**config.mk**
```make
export PLATFORM = sky130hd
export DESIGN_NAME = dram_loader
export DESIGN_NICKNAME = d
export VERILOG_FILES = /design/src/rtl/dram_loader_pkg.sv /design/src/rtl/dram_word_pack.sv /design/src/rtl/dram_loader.sv
export SDC_FILE = /design/constraint.sdc
export NUM_CORES = 1
export LEC_CHECK = 0
export CORE_ASPECT_RATIO = 0.5
export CORE_MARGIN = 4
export CORE_UTILIZATION = 37
export DETAILED_ROUTE_END_ITERATION = 10
export HOLD_SLACK_MARGIN = 0.06
export MAX_ROUTING_LAYER = met4
export PLACE_DENSITY = 0.75
export SYNTH_ARGS = -nofsm -noshare
export SYNTH_HDL_FRONTEND = slang
export SYNTH_SLANG_ARGS = --single-unit
export TNS_END_PERCENT = 30
```
**constraint.sdc**
```tcl
create_clock -name clk -period 3 [get_ports clk]
set_input_delay 0.45 -clock clk [delete_from_list [all_inputs] [get_ports clk]]
set_output_delay 0.45 -clock clk [all_outputs]
set_load 0.01 [all_outputs]
```
**src/rtl/dram_loader_pkg.sv**
```systemverilog
// Shared definitions for the DRAM diagnostic loader: sub-function codes,
// DRAM word layout, FSM state encoding and the DRAM parity rule.
package dram_loader_pkg;

  localparam logic [2:0] DIAG_DRAM_XY_EVEN = 3'd0;
  localparam logic [2:0] DIAG_DRAM_XY_ODD  = 3'd1;
  localparam logic [2:0] DIAG_DRAM_J_COMM  = 3'd2;
  localparam logic [2:0] DIAG_DRAM_J_EVEN  = 3'd3;
  localparam logic [2:0] DIAG_DRAM_J_ODD   = 3'd4;

  localparam int DRAM_A_HI    = 23;
  localparam int DRAM_A_LO    = 21;
  localparam int DRAM_B_HI    = 20;
  localparam int DRAM_B_LO    = 18;
  localparam int DRAM_PAR_BIT = 17;
  localparam int DRAM_JC_HI   = 16;
  localparam int DRAM_JC_LO   = 13;
  localparam int DRAM_JX_HI   = 12;
  localparam int DRAM_JX_LO   = 9;

  // Bits [23:9] are covered by parity; [8:0] are always zero.
  localparam logic [23:0] DRAM_PARITY_MASK = 24'hFFFE00;

  typedef enum logic [2:0] {
    ST_IDLE,
    ST_WR_EVEN,
    ST_WR_ODD,
    ST_RD_EVEN,
    ST_RD_ODD,
    ST_CMP_ODD
  } state_t;

  typedef struct packed {
    logic [2:0] a;
    logic [2:0] b;
    logic       par;
  } xy_t;

  // A DRAM word is good when its covered bits hold an odd number of ones.
  function automatic logic dramOddParity(input logic [23:0] word);
    return ^(word & DRAM_PARITY_MASK);
  endfunction

endpackage

```
**src/rtl/dram_word_pack.sv**
```systemverilog
// Packs the A/B/PAR and J fields into one 24-bit DRAM word and reports
// whether the result has good (odd) parity.
module dram_word_pack
  import dram_loader_pkg::*;
(
  input  xy_t         xy,
  input  logic [3:0]  j_common,
  input  logic [3:0]  j_side,
  output logic [23:0] word,
  output logic        parity_good
);

  always_comb begin
    word                           = '0;
    word[DRAM_A_HI:DRAM_A_LO]      = xy.a;
    word[DRAM_B_HI:DRAM_B_LO]      = xy.b;
    word[DRAM_PAR_BIT]             = xy.par;
    word[DRAM_JC_HI:DRAM_JC_LO]    = j_common;
    word[DRAM_JX_HI:DRAM_JX_LO]    = j_side;
  end

  assign parity_good = dramOddParity(word);

endmodule

```
**src/rtl/dram_loader.sv**
```systemverilog
// Collects the five DRAM diagnostic load fields from the EBUS, then writes,
// reads back and verifies one even/odd DRAM entry pair.
module dram_loader
  import dram_loader_pkg::*;
(
  input  logic        clk,
  input  logic        resetN,
  input  logic        diagStrobe,
  input  logic [0:2]  diagFunc,
  input  logic [0:35] EBUS,
  input  logic [0:7]  pairAddr,
  input  logic        clearStatus,
  input  logic [23:0] dramDout,
  output logic        dramEn,
  output logic        dramWe,
  output logic [0:8]  dramAddr,
  output logic [23:0] dramDin,
  output logic [0:4]  fieldMask,
  output logic        busy,
  output logic        done,
  output logic        parityErr,
  output logic        verifyErr,
  output logic        overrun
);

  state_t      state_q, state_d;
  xy_t         xy_even_q, xy_even_d, xy_odd_q, xy_odd_d;
  logic [3:0]  j_common_q, j_common_d, j_even_q, j_even_d, j_odd_q, j_odd_d;
  logic [0:4]  mask_q, mask_d;
  logic [0:7]  pair_q;
  logic [23:0] even_word_q, odd_word_q, even_word_d, odd_word_d;
  logic        even_good, odd_good;
  logic        func_valid, capture, start, odd_sel, verify_fail;
  logic        parity_err_q, verify_err_q, overrun_q;
  logic        unused_ebus;

  assign unused_ebus = ^EBUS[7:35];
  assign func_valid  = (diagFunc <= DIAG_DRAM_J_ODD);
  assign capture     = diagStrobe && func_valid && (state_q == ST_IDLE);
  assign start       = capture && (&mask_d);

  // NOTE: every signal assigned in always_comb gets a default first, so no
  // path through the block leaves it unassigned and no latch is inferred.
  always_comb begin
    xy_even_d  = xy_even_q;
    xy_odd_d   = xy_odd_q;
    j_common_d = j_common_q;
    j_even_d   = j_even_q;
    j_odd_d    = j_odd_q;
    mask_d     = mask_q;
    if (capture) begin
      case (diagFunc)
        DIAG_DRAM_XY_EVEN: begin xy_even_d  = xy_t'(EBUS[0:6]); mask_d[0] = 1'b1; end
        DIAG_DRAM_XY_ODD:  begin xy_odd_d   = xy_t'(EBUS[0:6]); mask_d[1] = 1'b1; end
        DIAG_DRAM_J_COMM:  begin j_common_d = EBUS[0:3];        mask_d[2] = 1'b1; end
        DIAG_DRAM_J_EVEN:  begin j_even_d   = EBUS[0:3];        mask_d[3] = 1'b1; end
        DIAG_DRAM_J_ODD:   begin j_odd_d    = EBUS[0:3];        mask_d[4] = 1'b1; end
        default: ;
      endcase
    end
    if (state_q == ST_CMP_ODD) mask_d = '0;
  end

  // Pack from the post-capture field values so the words latched at start
  // already include the field delivered by the final strobe.
  dram_word_pack u_pack_even (
    .xy(xy_even_d), .j_common(j_common_d), .j_side(j_even_d),
    .word(even_word_d), .parity_good(even_good)
  );

  dram_word_pack u_pack_odd (
    .xy(xy_odd_d), .j_common(j_common_d), .j_side(j_odd_d),
    .word(odd_word_d), .parity_good(odd_good)
  );

  always_comb begin
    state_d     = state_q;
    busy        = 1'b1;
    done        = 1'b0;
    dramEn      = 1'b0;
    dramWe      = 1'b0;
    odd_sel     = 1'b0;
    verify_fail = 1'b0;
    case (state_q)
      ST_IDLE: begin
        busy = 1'b0;
        if (start) state_d = ST_WR_EVEN;
      end
      ST_WR_EVEN: begin dramEn = 1'b1; dramWe = 1'b1; state_d = ST_WR_ODD; end
      ST_WR_ODD:  begin dramEn = 1'b1; dramWe = 1'b1; odd_sel = 1'b1; state_d = ST_RD_EVEN; end
      ST_RD_EVEN: begin dramEn = 1'b1; state_d = ST_RD_ODD; end
      ST_RD_ODD: begin
        dramEn      = 1'b1;
        odd_sel     = 1'b1;
        verify_fail = (dramDout != even_word_q);
        state_d     = ST_CMP_ODD;
      end
      ST_CMP_ODD: begin
        done        = 1'b1;
        verify_fail = (dramDout != odd_word_q);
        state_d     = ST_IDLE;
      end
      default: begin busy = 1'b0; state_d = ST_IDLE; end
    endcase
  end

  // The DRAM port is driven only from state and latched words, never from EBUS.
  assign dramAddr  = {pair_q, odd_sel};
  assign dramDin   = odd_sel ? odd_word_q : even_word_q;
  assign fieldMask = mask_q;
  assign parityErr = parity_err_q;
  assign verifyErr = verify_err_q;
  assign overrun   = overrun_q;

  // NOTE: sequential state uses non-blocking assignments so every register
  // samples pre-edge values regardless of statement order.
  always_ff @(posedge clk or negedge resetN) begin
    if (!resetN) begin
      state_q      <= ST_IDLE;
      xy_even_q    <= '0;
      xy_odd_q     <= '0;
      j_common_q   <= '0;
      j_even_q     <= '0;
      j_odd_q      <= '0;
      mask_q       <= '0;
      pair_q       <= '0;
      even_word_q  <= '0;
      odd_word_q   <= '0;
      parity_err_q <= 1'b0;
      verify_err_q <= 1'b0;
      overrun_q    <= 1'b0;
    end else begin
      state_q    <= state_d;
      xy_even_q  <= xy_even_d;
      xy_odd_q   <= xy_odd_d;
      j_common_q <= j_common_d;
      j_even_q   <= j_even_d;
      j_odd_q    <= j_odd_d;
      mask_q     <= mask_d;
      if (start) begin
        pair_q      <= pairAddr;
        even_word_q <= even_word_d;
        odd_word_q  <= odd_word_d;
      end
      // A flag raised in the same cycle as clearStatus survives the clear.
      parity_err_q <= (parity_err_q & ~clearStatus) | (start & ~(even_good & odd_good));
      verify_err_q <= (verify_err_q & ~clearStatus) | verify_fail;
      overrun_q    <= (overrun_q & ~clearStatus) | (diagStrobe & func_valid & busy);
    end
  end

endmodule

```
## Word level (Yosys, flattened, before mapping)

Index checks and enable logic that the tools add are counted.

| word-level totals | value |
|---|---|
| register bits | 75 |
| bits in latches | 0 |
| memory bits (writable) | 0 |
| ROM bits | 0 |
| input bits | 75 |
| output and inout port bits | 45 |
| logic and storage cells | 80 |
| memories kept | 0 |

| operators by class | value |
|---|---|
| $add $sub $neg | 0 |
| multiply operators | 0 |
| div/mod/pow operators | 0 |
| order comparisons | 1 |
| eq/ne operators | 12 |
| shift-type cells | 0 |
| multiplexer cells | 26 |
| bitwise operators | 12 |
| reduce and logical (&&, ||, !) cells | 12 |

Operators by type and width:

| kind | count |
|---|---|
| 24-bit inequality test | 2 |
| 24-bit XOR reduction | 2 |
| 7-bit 2-to-1 mux | 4 |
| 24-bit 2-to-1 mux | 1 |
| 4-bit 2-to-1 mux | 6 |
| 3-bit one-hot mux with 5 select lines | 1 |
| 3-bit by 2-bit == test with 1-bit output, second input constant | 4 |
| 1-bit 2-to-1 mux | 10 |
| 5-bit 2-to-1 mux | 2 |
| 3-bit == test, second input constant | 3 |
| 1-bit bitwise AND | 7 |
| 3-bit by 1-bit == test with 1-bit output, second input constant | 2 |
| 3-bit logical NOT | 2 |
| 5-bit AND reduction | 1 |
| 5-bit OR reduction | 1 |
| 2-bit OR reduction | 2 |
| 4-bit OR reduction | 1 |
| 3-bit less-or-equal comparator, second input constant | 1 |
| 1-bit logical AND | 3 |
| 3-bit 2-to-1 mux | 1 |
| 1-bit OR | 3 |
| 2-bit inequality test, second input constant | 1 |
| 1-bit inverter | 2 |
| 1-bit one-hot mux with 2 select lines | 1 |

## Depth between registers and ports, before layout

Gate-level depths: netlist of run 1.

| logic depth | value |
|---|---|
| word-level depth | 9 |
| depth in mapped cells | 11 |
| mapped depth without buffers | 7 |

## Cells and area by module

Synthesis of run 1 repeated with hierarchy kept, for this count alone.

| unflattened totals | value |
|---|---|
| cell total of the unflattened synthesis | 437 |
| area total of the unflattened synthesis | 5221.3 sq um |

By module, submodules not included:

| module | times used | cells each | area each (sq um) |
|---|---|---|---|
| dram_loader | 1 | 365 | 4578.1 |
| dram_word_pack | 2 | 36 | 321.6 |

## Worst setup path after synthesis of run 1

OpenSTA, ideal clock, no wires.

| timing | value |
|---|---|
| kind | flip-flop to flip-flop |
| start point | register state_q[0] |
| end point | register pair_q[0] (netlist bit) |
| setup time | 0.125 ns |
| arrival | 2.503 ns |
| data required time | 2.875 ns |
| path slack | 0.372 ns |
| cell stages (with the launch flop) | 11 |
| clock period less this slack | 2.628 ns |
| path through | dfrtp_1 buf_6 or4b_1 buf_2 nor4b_4 nor2_2 nor2_2 nor4b_4 buf_6 buf_6 mux2_2 |

| between the ends | value |
|---|---|
| word-level cells in the longest chain between the ends | 6 |
| elaborated cells between the ends (all ways) | 7 |

RTL lines:

| element | line | text |
|---|---|---|
| start: declaration | dram_loader.sv:26 | `state_t state_q, state_d;` |
| start signal: assignment | dram_loader.sv:133 | `state_q <= state_d;` |
| 3-bit logical NOT | dram_loader.sv:39 | `assign capture = diagStrobe && func_valid && (state_q == ST_IDLE);` |
| 1-bit logical AND | dram_loader.sv:39 |  |
| 5-bit 2-to-1 mux | dram_loader.sv:51 | `if (capture) begin` |
| 5-bit 2-to-1 mux * | dram_loader.sv:61 | `if (state_q == ST_CMP_ODD) mask_d = '0;` |
| via mask_d, one bit | dram_loader.sv:29 | `logic [0:4] mask_q, mask_d;` |
| 5-bit AND reduction * | dram_loader.sv:40 | `assign start = capture && (&mask_d);` |
| 1-bit logical AND * | dram_loader.sv:40 |  |
| end signal: assignment | dram_loader.sv:141 | `pair_q <= pairAddr;` |
| end: declaration | dram_loader.sv:30 | `logic [0:7] pair_q;` |

Mark *: on every way through the listed nets, which the timed path passes. The rest lies on a longest branch.
A chain may end at the register's enable or synchronous reset.

## Final worst setup path of run 1

| timing | value |
|---|---|
| start point | register state_q[2] |
| end point | output port dramDin[10] |

| between the ends | value |
|---|---|
| word-level cells in the longest chain between the ends | 4 |
| elaborated cells between the ends (all ways) | 5 |

RTL lines:

| element | line | text |
|---|---|---|
| 3-bit == test / 3-bit by 2-bit == test with 1-bit output (equally long branches) | dram_loader.sv:84 | `case (state_q)` |
| 2-bit OR reduction (no source line) * | - |  |
| 1-bit 2-to-1 mux * | dram_loader.sv:84 |  |
| 24-bit 2-to-1 mux * | dram_loader.sv:109 | `assign dramDin = odd_sel ? odd_word_q : even_word_q;` |
| end: declaration | dram_loader.sv:17 | `output logic [23:0] dramDin,` |

Mark *: on every way between the ends. The rest lies on a longest branch, timed or not.

==> flow_metrics.env, run 1 <==
export IMPL_fin_area_um2=5180
export IMPL_rsz0062_at_grt="false"
export IMPL_worstReg2RegStart="state_q[0]"
export IMPL_htreeDepth=3
export IMPL_ys_seq_elements=71
export IMPL_yosysWarnings=0
export IMPL_maxSlewViolCount=0
export IMPL_switching_share=0.329
export IMPL_wl_per_cell_um=15.8
export IMPL_finalClockSkew_ps=4.27
export IMPL_io_pins=120
export IMPL_numCtsBuffers=9
export IMPL_relSlewSlack=0.399
export IMPL_drive_gt1_frac=0.279
export IMPL_clock_sinks=71
export IMPL_clock_latency_ps=330
export IMPL_place_area_um2=4920
export IMPL_antenna_found_initial=0
export IMPL_cp_start_kind="register"
export IMPL_grt_pass1_vias=2695
export IMPL_critPathCapture="dramDin[10]"
export IMPL_grt_max_degree=72
export IMPL_cts_root_buf="clkbuf_16"
export IMPL_viasPerCell=4.82
export IMPL_critical_path_arrival_ps=2290
export IMPL_synth_area_per_cell_um2=12.6
export IMPL_worst_slew_pin_slew_ps=901
export IMPL_reg2reg_depth=8
export IMPL_holdBufCountCts=0
export IMPL_min_period_ps=2740
export IMPL_ys_types=44
export IMPL_p_comb_frac=0.499
export IMPL_fin_setup_tns_ps=0
export IMPL_required_ps=2550
export IMPL_cap_violations=0
export IMPL_layout_common_cells="80 x clkdlybuf4s50_1, 71 x dfrtp_1, 69 x mux2_2"
export IMPL_worstReg2RegEnd="parityErr"
export IMPL_path_max_fanout=12
export IMPL_finalSetupViolCount=0
export IMPL_design_core_area_um2=10200
export IMPL_start_util=0.382
export IMPL_power_leakage_nw=2.33
export IMPL_multi_input_area_um2=1950
export IMPL_synthToLayoutAreaGrowth_pct=32.4
export IMPL_overflow=0
export IMPL_drtAntennaViolNets=0
export IMPL_worst_setup_path_type="register to output port"
export IMPL_port_buffers=81
export IMPL_grt_use_total=0.151
export IMPL_die_h_um=80.7
export IMPL_route_detailed_drc=0
export IMPL_drt_iter0_markers=148
export IMPL_crit_start="state_q[2]"
export IMPL_p_clk_frac=0.184
export IMPL_ir_worst_vdd_v=0.000432
export IMPL_hpwlAfterDp_mm=6.24
export IMPL_seqPwrFrac=0.316
export IMPL_seq_area_um2=1780
export IMPL_hp_class="input port to async pin"
export IMPL_syn_area_um2=3920
export IMPL_power_switching_mw=1.71
export IMPL_power_density_nw_per_um2=1010
export IMPL_die_x_um=153
export IMPL_post_cts_resized=0
export IMPL_diodes=0
export IMPL_place_congestion=0.807
export IMPL_status="complete, no violations"
export IMPL_std_cell_rows=26
export IMPL_dr_total_vias=2644
export IMPL_post_cts_setup_buffer_count=0
export IMPL_die_area_um2=12400
export IMPL_cts_clk_slew_worst_paths_ps=50
export IMPL_grt_pass1_wl_mm=14.0
export IMPL_wirelength_mm=8.66
export IMPL_cp_end_kind="output port"
export IMPL_fin_crit_sh=0.912
export IMPL_holdWs_ps=242
export IMPL_syn_inst=311
export IMPL_hold_viol_final=0
export IMPL_fmax_ghz=0.365
export IMPL_clk_path_buf_depth=2
export IMPL_synth_seq_area_share=0.454
export IMPL_firstDrtPassIters=4
export IMPL_r2r_setup_slack_ps=340
export IMPL_cts_tree="built"
export IMPL_final_common_cell="clkdlybuf4s50_1"
export IMPL_fill_cells=908
export IMPL_p_int_mw=3.50
export IMPL_nNetsFinal=481
-- worst max-delay path: stages (launching register included) --
cell and delay, ps:
dfrtp_1 480, nand2b_1 220, a21oi_1 150, buf_4 240, mux2_2 380, clkdlybuf4s50_1 490
-- final cells by class --
| cell class | instances | share of cell area |
|---|---|---|
| multi-input combinational | 212 | 0.376 |
| sequential | 71 | 0.343 |
| timing repair buffer | 103 | 0.190 |
| clock buffer | 13 | 0.0502 |
| tap | 140 | 0.0338 |
| inverter | 8 | 0.00579 |
| clock inverter | 1 | 0.000965 |
-- state kept, by name, indices dropped and copies added, names as in the netlist --
register and count:
even_word_q 11, fieldMask 5, j_common_q 4, j_even_q 4, j_odd_q 4, odd_word_q 15, overrun 1, pair_q 8
parityErr 1, state_q 3, verifyErr 1, xy_even_q 7, xy_odd_q 7
-- cells in the mapped netlist (all sizes together) --
master,instances,share of area
dfrtp,71,0.45
mux2,69,0.20
xor2,19,0.043
buf,18,0.038
mux2i,18,0.046
xnor2,17,0.038
clkbuf,10,0.0096
nor2,10,0.011
a21oi,9,0.012
inv,8,0.0077
o21ai,7,0.0089
nand2,6,0.0058
xnor3,6,0.035
nand2b,5,0.0080
nand3,4,0.0051
nand4,4,0.0064
nor4,4,0.010
nor3,3,0.0051
nor4b,3,0.016
nor2b,2,0.0032
o22ai,2,0.0032
or2,2,0.0032
a2111oi,1,0.0022
a211oi,1,0.0019
a2bb2oi,1,0.0022
conb,1,0.00096
ha,1,0.0032
nand3b,1,0.0019
nand4b,1,0.0022
nor3b,1,0.0019
o21a,1,0.0019
o311a,1,0.0026
o31ai,1,0.0019
or3b,1,0.0022
or4b,1,0.0026
xor3,1,0.0061
-- how the worst min path moves through the flow --
stage                         start               to  slack, ps  depth (start not counted)
after global routing         resetN       j_odd_q[0]        330                          1
after floorplan              resetN  even_word_q[10]        150                          0
final                        resetN       state_q[1]        240                          1
after detailed placement  pair_q[0]        pair_q[0]        490                          1
after global placement    pair_q[1]        pair_q[1]        490                          1
after CTS                    resetN     fieldMask[4]        290                          1
-- metal layers --
| layer | vias up | global-route usage | wire (µm) | part of all wire |
|---|---|---|---|---|
| met5 | - | - | 0 | 0 |
| met4 | 0 | 0.0441 | 127 | 0.015 |
| met3 | 11 | 0.0383 | 304 | 0.035 |
| met2 | 56 | 0.241 | 4060 | 0.47 |
| met1 | 1311 | 0.195 | 4170 | 0.48 |
| li1 | 1266 | - | - | - |
-- power groups by stage --
stage          combinational (mW)  clock (mW)  sequential [mW]
2_1_floorplan                1.79           0             1.61
3_3_place_gp                 2.57           0             1.64
3_5_place_dp                 2.59           0             1.66
4_1_cts                      2.64       0.986             1.65
5_1_grt                      2.87        1.03             1.70
6_report                     2.60       0.962             1.65
-- through the flow --
stage / power (mW) / instances / utilization / setup WS [ps]
4_1_cts: 5.27 / 548 / 0.506 / 245
3_5_place_dp: 4.25 / 534 / 0.480 / -5.75
3_3_place_gp: 4.21 / 534 / 0.480 / 29.1
2_1_floorplan: 3.40 / 319 / - / 372
6_report: 5.22 / 548 / 0.506 / 263
5_1_grt: 5.60 / 548 / 0.506 / 132
-- logic make-up (layout without fill, tap and decap cells) --
kind of cell,Yosys count,count (layout),share of synthesized area
AO/OA/AOI/OAI,24,24,0.0364
XOR/XNOR,43,43,0.121
adder cells (fa/ha/maj),1,1,0.00320
buffers and inverters,36,125,0.0553
flip-flops,71,71,0.454
multiplexers,87,87,0.244
other,1,9,0.000958
AND/OR/NAND/NOR,48,48,0.0847
Power figures use the tool's default switching activity.
==> inputs of run 2 (changes only) <==
--- a/config.mk
+++ b/config.mk
@@ -12,6 +12,7 @@
 export HOLD_SLACK_MARGIN = 0.06
 export MAX_ROUTING_LAYER = met4
 export PLACE_DENSITY = 0.75
+export SKIP_CTS_REPAIR_TIMING = 1
 export SYNTH_ARGS = -nofsm -noshare
 export SYNTH_HDL_FRONTEND = slang
 export SYNTH_SLANG_ARGS = --single-unit
==> results of run 2 <==
Final layout, timing and power as in run 1 (identical DEF).
